<file path="src/rtl/rc4_crack_scheduler.sv">
// rc4_crack_scheduler
//   Splits a 24-bit RC4 key space into fixed-size chunks and hands them out
//   round-robin to NUM_CORES cracker cores. The search stops when the space
//   is exhausted and every core has reported back, or when any core reports
//   a hit. After a hit, the remaining cores are aborted.
//
// Ports
//   clk          sole clock, rising edge
//   reset        synchronous, active-low reset
//   start        one-cycle request to begin a search (honoured only in IDLE)
//   busy         high while a search is in progress
//   done         one-cycle pulse when the search ends
//   found        search result, held until the next accepted start
//   found_key    winning key, valid while found=1
//   core_start   one-hot chunk-issue pulse
//   core_base    first key of the issued chunk (0 when no issue)
//   core_last    last key of the issued chunk (0 when no issue)
//   core_abort   per-core level asking the core to stop its chunk
//   core_ready   core idle and able to accept a chunk
//   core_done    per-core pulse, chunk finished
//   core_hit     qualified by core_done, key found in chunk
//   core_key     core i key at bits [24*i+23:24*i]
module rc4_crack_scheduler #(
  parameter int          NUM_CORES = 4,
  parameter logic [23:0] CHUNK     = 24'h010000,
  parameter logic [23:0] KEY_MAX   = 24'h3FFFFF
) (
  input  logic                    clk,
  input  logic                    reset,
  input  logic                    start,
  output logic                    busy,
  output logic                    done,
  output logic                    found,
  output logic [23:0]             found_key,
  output logic [NUM_CORES-1:0]    core_start,
  output logic [23:0]             core_base,
  output logic [23:0]             core_last,
  output logic [NUM_CORES-1:0]    core_abort,
  input  logic [NUM_CORES-1:0]    core_ready,
  input  logic [NUM_CORES-1:0]    core_done,
  input  logic [NUM_CORES-1:0]    core_hit,
  input  logic [NUM_CORES*24-1:0] core_key
);

  localparam int PTR_W = (NUM_CORES > 1) ? $clog2(NUM_CORES) : 1;

  typedef enum logic [2:0] {IDLE, DISPATCH, DRAIN, ABORT, FINISH} state_t;

  state_t                 state_reg, state_next;
  logic [24:0]            next_base_reg, next_base_next;
  logic [NUM_CORES-1:0]   assigned_reg, assigned_next;
  logic [PTR_W-1:0]       rr_ptr_reg, rr_ptr_next;
  logic                   found_reg, found_next;
  logic [23:0]            found_key_reg, found_key_next;
  logic [NUM_CORES-1:0]   core_start_reg, core_start_next;
  logic [23:0]            core_base_reg, core_base_next;
  logic [23:0]            core_last_reg, core_last_next;

  // Hit handling: isolate the lowest-index hit and mux its key out.
  logic [NUM_CORES-1:0]   hit_vec, hit_onehot;
  logic [23:0]            key_or [NUM_CORES+1];
  logic [23:0]            hit_key;

  assign hit_vec    = core_done & core_hit;
  assign hit_onehot = hit_vec & (~hit_vec + 1'b1);
  assign key_or[0]  = '0;

  generate
    for (genvar gi = 0; gi < NUM_CORES; gi++) begin : g_key_mux
      assign key_or[gi+1] = key_or[gi] | ({24{hit_onehot[gi]}} & core_key[24*gi +: 24]);
    end
  endgenerate

  assign hit_key = key_or[NUM_CORES];

  // A core finishing this cycle is not eligible until the next cycle.
  logic [NUM_CORES-1:0]   eligible;
  logic                   grant_valid;
  logic [PTR_W-1:0]       grant_idx;
  logic [PTR_W-1:0]       cand_idx;
  int                     cand;

  assign eligible = core_ready & ~assigned_reg & ~core_done;

  always_comb begin
    grant_valid = 1'b0;
    grant_idx   = '0;
    cand        = 0;
    cand_idx    = '0;
    for (int k = 0; k < NUM_CORES; k++) begin
      cand = int'(rr_ptr_reg) + k;
      if (cand >= NUM_CORES) cand = cand - NUM_CORES;
      cand_idx = PTR_W'(cand);
      if (!grant_valid && eligible[cand_idx]) begin
        grant_valid = 1'b1;
        grant_idx   = cand_idx;
      end
    end
  end

  // 25-bit arithmetic so chunk bounds near the top of the space never wrap.
  logic [24:0] chunk_end, base_after;
  assign chunk_end  = next_base_reg + {1'b0, CHUNK} - 25'd1;
  assign base_after = next_base_reg + {1'b0, CHUNK};

  always_comb begin
    state_next      = state_reg;
    next_base_next  = next_base_reg;
    assigned_next   = assigned_reg & ~core_done;
    rr_ptr_next     = rr_ptr_reg;
    found_next      = found_reg;
    found_key_next  = found_key_reg;
    core_start_next = '0;
    core_base_next  = '0;
    core_last_next  = '0;

    case (state_reg)
      IDLE: begin
        if (start) begin
          next_base_next = '0;
          assigned_next  = '0;
          found_next     = 1'b0;
          found_key_next = '0;
          state_next     = DISPATCH;
        end
      end
      DISPATCH: begin
        if (|hit_vec) begin
          found_next     = 1'b1;
          found_key_next = hit_key;
          state_next     = ABORT;
        end else if (next_base_reg > {1'b0, KEY_MAX}) begin
          state_next = DRAIN;
        end else if (grant_valid) begin
          core_start_next[grant_idx] = 1'b1;
          core_base_next             = next_base_reg[23:0];
          core_last_next             = (chunk_end > {1'b0, KEY_MAX}) ? KEY_MAX : chunk_end[23:0];
          assigned_next[grant_idx]   = 1'b1;
          next_base_next             = base_after;
          rr_ptr_next = (int'(grant_idx) == NUM_CORES - 1) ? '0 : grant_idx + 1'b1;
          if (base_after > {1'b0, KEY_MAX}) state_next = DRAIN;
        end
      end
      DRAIN: begin
        if (|hit_vec) begin
          found_next     = 1'b1;
          found_key_next = hit_key;
          state_next     = ABORT;
        end else if (assigned_reg == '0) begin
          state_next = FINISH;
        end
      end
      ABORT: begin
        // A core is considered stopped once it reports ready or done; hits
        // arriving now are ignored.
        assigned_next = assigned_reg & ~(core_ready | core_done);
        if (assigned_reg == '0) state_next = FINISH;
      end
      FINISH: begin
        state_next = IDLE;
      end
      default: state_next = IDLE;
    endcase
  end

  always_ff @(posedge clk) begin
    if (!reset) begin
      state_reg      <= IDLE;
      next_base_reg  <= '0;
      assigned_reg   <= '0;
      rr_ptr_reg     <= '0;
      found_reg      <= 1'b0;
      found_key_reg  <= '0;
      core_start_reg <= '0;
      core_base_reg  <= '0;
      core_last_reg  <= '0;
    end else begin
      state_reg      <= state_next;
      next_base_reg  <= next_base_next;
      assigned_reg   <= assigned_next;
      rr_ptr_reg     <= rr_ptr_next;
      found_reg      <= found_next;
      found_key_reg  <= found_key_next;
      core_start_reg <= core_start_next;
      core_base_reg  <= core_base_next;
      core_last_reg  <= core_last_next;
    end
  end

  assign busy       = (state_reg == DISPATCH) || (state_reg == DRAIN) || (state_reg == ABORT);
  assign done       = (state_reg == FINISH);
  assign found      = found_reg;
  assign found_key  = found_key_reg;
  assign core_start = core_start_reg;
  assign core_base  = core_base_reg;
  assign core_last  = core_last_reg;
  assign core_abort = (state_reg == ABORT) ? assigned_reg : '0;

endmodule

</file>
<file path="config.mk">
export PLATFORM = sky130hd
export DESIGN_NAME = rc4_crack_scheduler
export DESIGN_NICKNAME = d
export VERILOG_FILES = /design/src/rtl/rc4_crack_scheduler.sv
export SDC_FILE = /design/constraint.sdc
export NUM_CORES = 1
export LEC_CHECK = 0
export ABC_AREA = 1
export ABC_CLOCK_PERIOD_IN_PS = 3100
export CAP_MARGIN = 20
export CORE_MARGIN = 2
export CORE_UTILIZATION = 44
export CTS_CLUSTER_DIAMETER = 100
export DETAILED_ROUTE_END_ITERATION = 10
export GPL_TIMING_DRIVEN = 0
export PLACE_DENSITY = 0.94
export REMOVE_ABC_BUFFERS = 1
export SLEW_MARGIN = 20
export SYNTH_ARGS = -nofsm -noshare
export SYNTH_HDL_FRONTEND = slang
export SYNTH_SLANG_ARGS = --single-unit
</file>
<file path="constraint.sdc">
create_clock -name clk -period 3.1 [get_ports clk]
set_input_delay 0.465 -clock clk [delete_from_list [all_inputs] [get_ports clk]]
set_output_delay 0.465 -clock clk [all_outputs]
set_load 0.01 [all_outputs]
</file>
Word-level counts from Yosys, hierarchy flattened --
Index checks and enable logic that the tools add are counted.
Cells by class: add/sub/neg operators 11, magnitude comparators 13, equal/unequal tests 12, multiplexer cells 49, bitwise gates (word level) 24, reductions and logical operators 21
Operators by type and width (number):
- two-way mux 25 bit | 4
- AND 24 bit | 4
- greater-than comparator 25 x 22 -> 1 bit, second input constant | 3
- OR 24 bit | 3
- case mux 25 bit (2 select lines) | 1
- two-way mux 24 bit | 2
- case mux 24 bit (2 select lines) | 1
- adder 25 x 17 -> 25 bit, second input constant | 1
- subtractor 25 x 1 -> 25 bit, second input constant | 1
- AND 4 bit | 6
- two-way mux 22 bit | 1
- two-way mux 3 bit | 7
- two-way mux 4 bit | 5
- two-way mux 2 bit | 9
- inverter 4 bit | 4
- < comparator 2 x 3 -> 1 bit, second input constant | 5
- case mux 3 bit (4 select lines) | 1
- case mux 4 bit (3 select lines) | 1
- two-way mux 1 bit | 11
- >= comparator 3 bit, second input constant | 3
- OR reduction 9 bit | 1
- binary-select mux 1 bit (select 2 bit) | 4
- != test 2 bit, second input constant | 4
- != test 4 bit, second input constant | 2
- other kinds (28) | 46
Storage, ports and cells: bits in registers 111, input bits 111, output and inout bits 83

Depth between registers and ports, before layout --
word-level depth 24, depth in mapped cells 16, depth with buffers taken out 16

Worst setup path after synthesis --
No wires, ideal clock.
path kind in2reg, from input core_done[2], to register assigned_reg[0], arrival 1849 ps, slack 1142 ps, stages on the path 14, buffers on the path 0, path through nand3b_1 nand2_1 nand3_1 nand2_1 nor2_2 nand2_1 or2_2 nand2_1 inv_1 ha_1 nand3_1 nand3_1 nand2_1 inv_1
Between the ends: cells in the longest elaborated chain, start to end 23, elaborated cells on any way between the ends 36
Ends and longest elaborated chain:
- from (decl) | RTL line 40 | input logic [NUM_CORES-1:0] core_done,
- inverter 4 bit | RTL line 83 | assign eligible = core_ready & ~assigned_reg & ~core_done;
- AND 4 bit | RTL line 83
- binary-select mux 1 bit (select 2 bit) | RTL line 94 | if (!grant_valid && eligible[cand_idx]) begin
- two-way mux 1 bit (implied by the code) | RTL line 94
- two-way mux 1 bit | RTL line 94
- logical NOT 1 bit | RTL line 94
- logical AND 1 bit | RTL line 94
- two-way mux 1 bit | RTL line 94
- (+7 left out)
- logical AND 1 bit (implied by the code) | RTL line 138 | assigned_next[grant_idx] = 1'b1;
- two-way mux 1 bit (implied by the code) | RTL line 138
- demux 1 bit (select 2 bit) | RTL line 138
- OR 4 bit (no source line)
- two-way mux 4 bit | RTL line 134 | end else if (grant_valid) begin
- two-way mux 4 bit | RTL line 132 | end else if (next_base_reg > {1'b0, KEY_MAX}) begin
- two-way mux 4 bit (*) | RTL line 128 | if (|hit_vec) begin
- case mux 4 bit (3 select lines) (*) | RTL line 117 | case (state_reg)
- to (signal assigned) | RTL line 180 | assigned_reg <= assigned_next;
- to (decl) | RTL line 51 | logic [NUM_CORES-1:0] assigned_reg, assigned_next;
Every way passes the cells marked *; elsewhere a longest branch is shown, timed or not. The select of a mux whose other input is x is not followed. A chain may end at the register's enable or synchronous reset.

Worst setup path in the final report --
from register state_reg[0], to output core_abort[3]
Between the ends: cells in the longest elaborated chain, start to end 2
Ends and longest elaborated chain:
- from (decl) | RTL line 49 | state_t state_reg, state_next;
- from (signal assigned) | RTL line 178 | state_reg <= state_next;
- equality test 3 x 2 -> 1 bit | RTL line 197 | assign core_abort = (state_reg == ABORT) ? assigned_reg : '0;
- two-way mux 4 bit | RTL line 197
- to (decl) | RTL line 38 | output logic [NUM_CORES-1:0] core_abort,
Every way passes these cells.

==> results.json <==
{
  "status": "finished, final reports clean",
  "grt_max_degree": 39,
  "dr.pass1.iters": 5,
  "crit_required_ns": 2.63,
  "post_cts_resized": 0,
  "die_y_um": 99.1,
  "dp_hpwl_mm": 9.07,
  "syn_area_per_cell_um2": 6.34,
  "max-cap-violations": 0,
  "synth_area_leaders": "dfxtp_1 32%, nand2_1 24%, buf_4 6.4%",
  "p_per_area_mw_per_mm2": 502,
  "clockRootBuffer": "clkbuf_8",
  "avgRoutedWirePerCell_um": 13.3,
  "synthArstFlopShare_pct": 0,
  "fin_skew_ns": 0.00666,
  "worst_hold_startpoint": "next_base_reg[24]",
  "die_w_um": 99.1,
  "clock_sinks": 64,
  "drc_errors": 0,
  "dr.first_iter.drc_count": 180,
  "maxSlewViolCount": 0,
  "setup_slack_ns": 0.641,
  "grt_pass1_vias": 4167,
  "synthToLayoutAreaGrowth_pct": 47.9,
  "critPathKind": "reg2out",
  "diodes": 0,
  "max_freq_mhz": 407,
  "seq_area_frac_synth_pct": 32.2,
  "synth_commonest_cells": "254 x nand2_1, 64 x dfxtp_1, 54 x inv_1",
  "critical_path.max_fanout": 5,
  "final_cell_area_mm2": 0.00589,
  "clk_pin_slew_ns": 0.08,
  "numCtsBuffers": 9,
  "dieArea_mm2": 0.00982,
  "synth-main-ff-cell": "dfxtp_1",
  "post-route-period-util_pct": 79.3,
  "dpl-instance-area_mm2": 0.00567,
  "place.port_buffers": 177,
  "core_mm2": 0.00876,
  "maxSlewHeadroom_pct": 43.2,
  "hp-class": "reg2reg",
  "power_leakage_nw": 2.48,
  "tightestPinTransition_ns": 0.852,
  "num_vias": 4459,
  "overflow": 0,
  "ys_types": 33,
  "fin_util_pct": 67.2,
  "r2r_slack_ns": 0.86,
  "slowest_stage": "clkdlybuf4s50_1",
  "drive_gt1_share_pct": 7.58,
  "rsz0062_at_grt": "false",
  "ant_nets": 0,
  "fin_tns_setup_ns": 0,
  "ff2ff_path_depth": 13,
  "place_worst_setup_slack_ns": 0.326,
  "power.total_mw": 2.95,
  "reg2reg_from": "rr_ptr_reg[0]",
  "start_util_pct": 45.4,
  "wl_mm": 12.0,
  "min_to": "next_base_reg[24]",
  "largest_reg_flops": 24,
  "fin_hold_ws_ns": 0.459,
  "clock_latency_ns": 0.34,
  "final_nets": 906,
  "cts_tree": "built",
  "crit_chain": "inv_1 -> nor2_2 -> inv_2 -> nor2_1 -> inv_1 -> nor2_1 -> clkdlybuf4s50_1",
  "synth_area_leader_cell": "dfxtp_1",
  "period_minus_slack_ns": 2.46,
  "hold_viol": 0,
  "rr_endpoint": "assigned_reg[0]",
  "arrival_ns": 1.99,
  "post_cts_buffers": 0,
  "setup_viol": 0,
  "fin_cells": 900,
  "synth_most_common_cell": "nand2_1",
  "viasPerCell": 4.95,
  "postCtsHoldBufs": 0,
  "cp_slowest_stage_delay_ns": 0.54,
  "antenna_found_initial": 0,
  "cts_buffer_depth": 2,
  "start_kind": "flop",
  "grt_pass1_wl_mm": 19.4,
  "hold_path_depth": 2,
  "pin_count": 194,
  "synth_top_cell_area_share_pct": 32.2,
  "gp_congestion": 0.929,
  "synthCells": 628,
  "synth_area_mm2": 0.00398,
  "end_kind": "output pin",
  "h-tree-depth": 3,
  "track_usage_pct": 24.1,
  "post-place-cells": 884,
  "yosys_warnings": 0,
  "rows": 34,
  "peakVddDrop_mv": 0.306,
  "synth_edf_count": 0,
  "synth_seq_cells": 64
}
==> critical path, delay by kind of cell (launching register included) <==
kind | cells | cell delay, ns
DFF | 1 | 0.35
buffers and inverters | 4 | 0.81
and+or+nand+nor | 3 | 0.49
==> cells by family after synthesis <==
| kind of cell | count (synthesis) | synth area share, % |
|---|---|---|
| AOI/OAI and AO/OA | 49 | 6.57 |
| xor gates and xnor gates | 2 | 0.440 |
| adders and majority gates | 8 | 2.52 |
| buffers and inverters | 115 | 14.3 |
| DFF | 64 | 32.2 |
| other | 1 | 0.0942 |
| and+or+nand+nor | 389 | 43.9 |
==> layer usage <==
metal,global-route usage (%),vias to the layer above,routed length [um]
met5,0,-,0
met3,5.76,28,948
met2,43.2,187,5840
met1,28.0,1998,4910
met4,8.11,0,306
li1,-,2246,-
==> worst max path at each step <==
| stage | startpoint | to |
|---|---|---|
| final | state_reg[0] | core_abort[3] |
| after detailed placement | core_done[3] | assigned_reg[0] |
| after CTS | state_reg[0] | core_abort[3] |
| after global routing | core_done[3] | assigned_reg[0] |
| after global placement | core_done[0] | found_key[4] |
| after floorplan | core_done[3] | assigned_reg[0] |
==> report_power, final <==
group	switching [mW]	internal [mW]
sequential	0.0653	0.898
clock	0.346	0.454
combinational	0.698	0.492
==> final cells by class <==
type,count,area (um^2)
clock buffer,9,124
clock inverter,7,96.3
fill,748,2880
inverter,65,244
multi-input combinational,468,2200
sequential,64,1280
tap,108,135
timing repair buffer,179,1800
==> layout by cell type, fill, tap and decap left out <==
master	instances
o21ai_0	9
o21ai_4	1
inv_1	53
o211ai_1	1
buf_8	2
clkinv_4	3
nand4_1	33
xor2_1	1
ha_1	8
a21oi_1	37
nand2_4	3
nor2_8	1
clkbuf_8	9
nor2_1	30
clkdlybuf4s50_1	177
nand2_2	8
conb_1	20
bufinv_16	2
nor2_4	6
nand3b_1	3
clkinv_2	2
xnor2_1	1
a211oi_1	1
dfxtp_1	64
inv_2	11
clkinv_1	1
and2_1	1
nand3_2	3
or2_1	1
nor2_2	8
nand3_1	36
nand2_1	254
or2_2	1
nor3_1	1
Power figures use the tool's default switching activity.
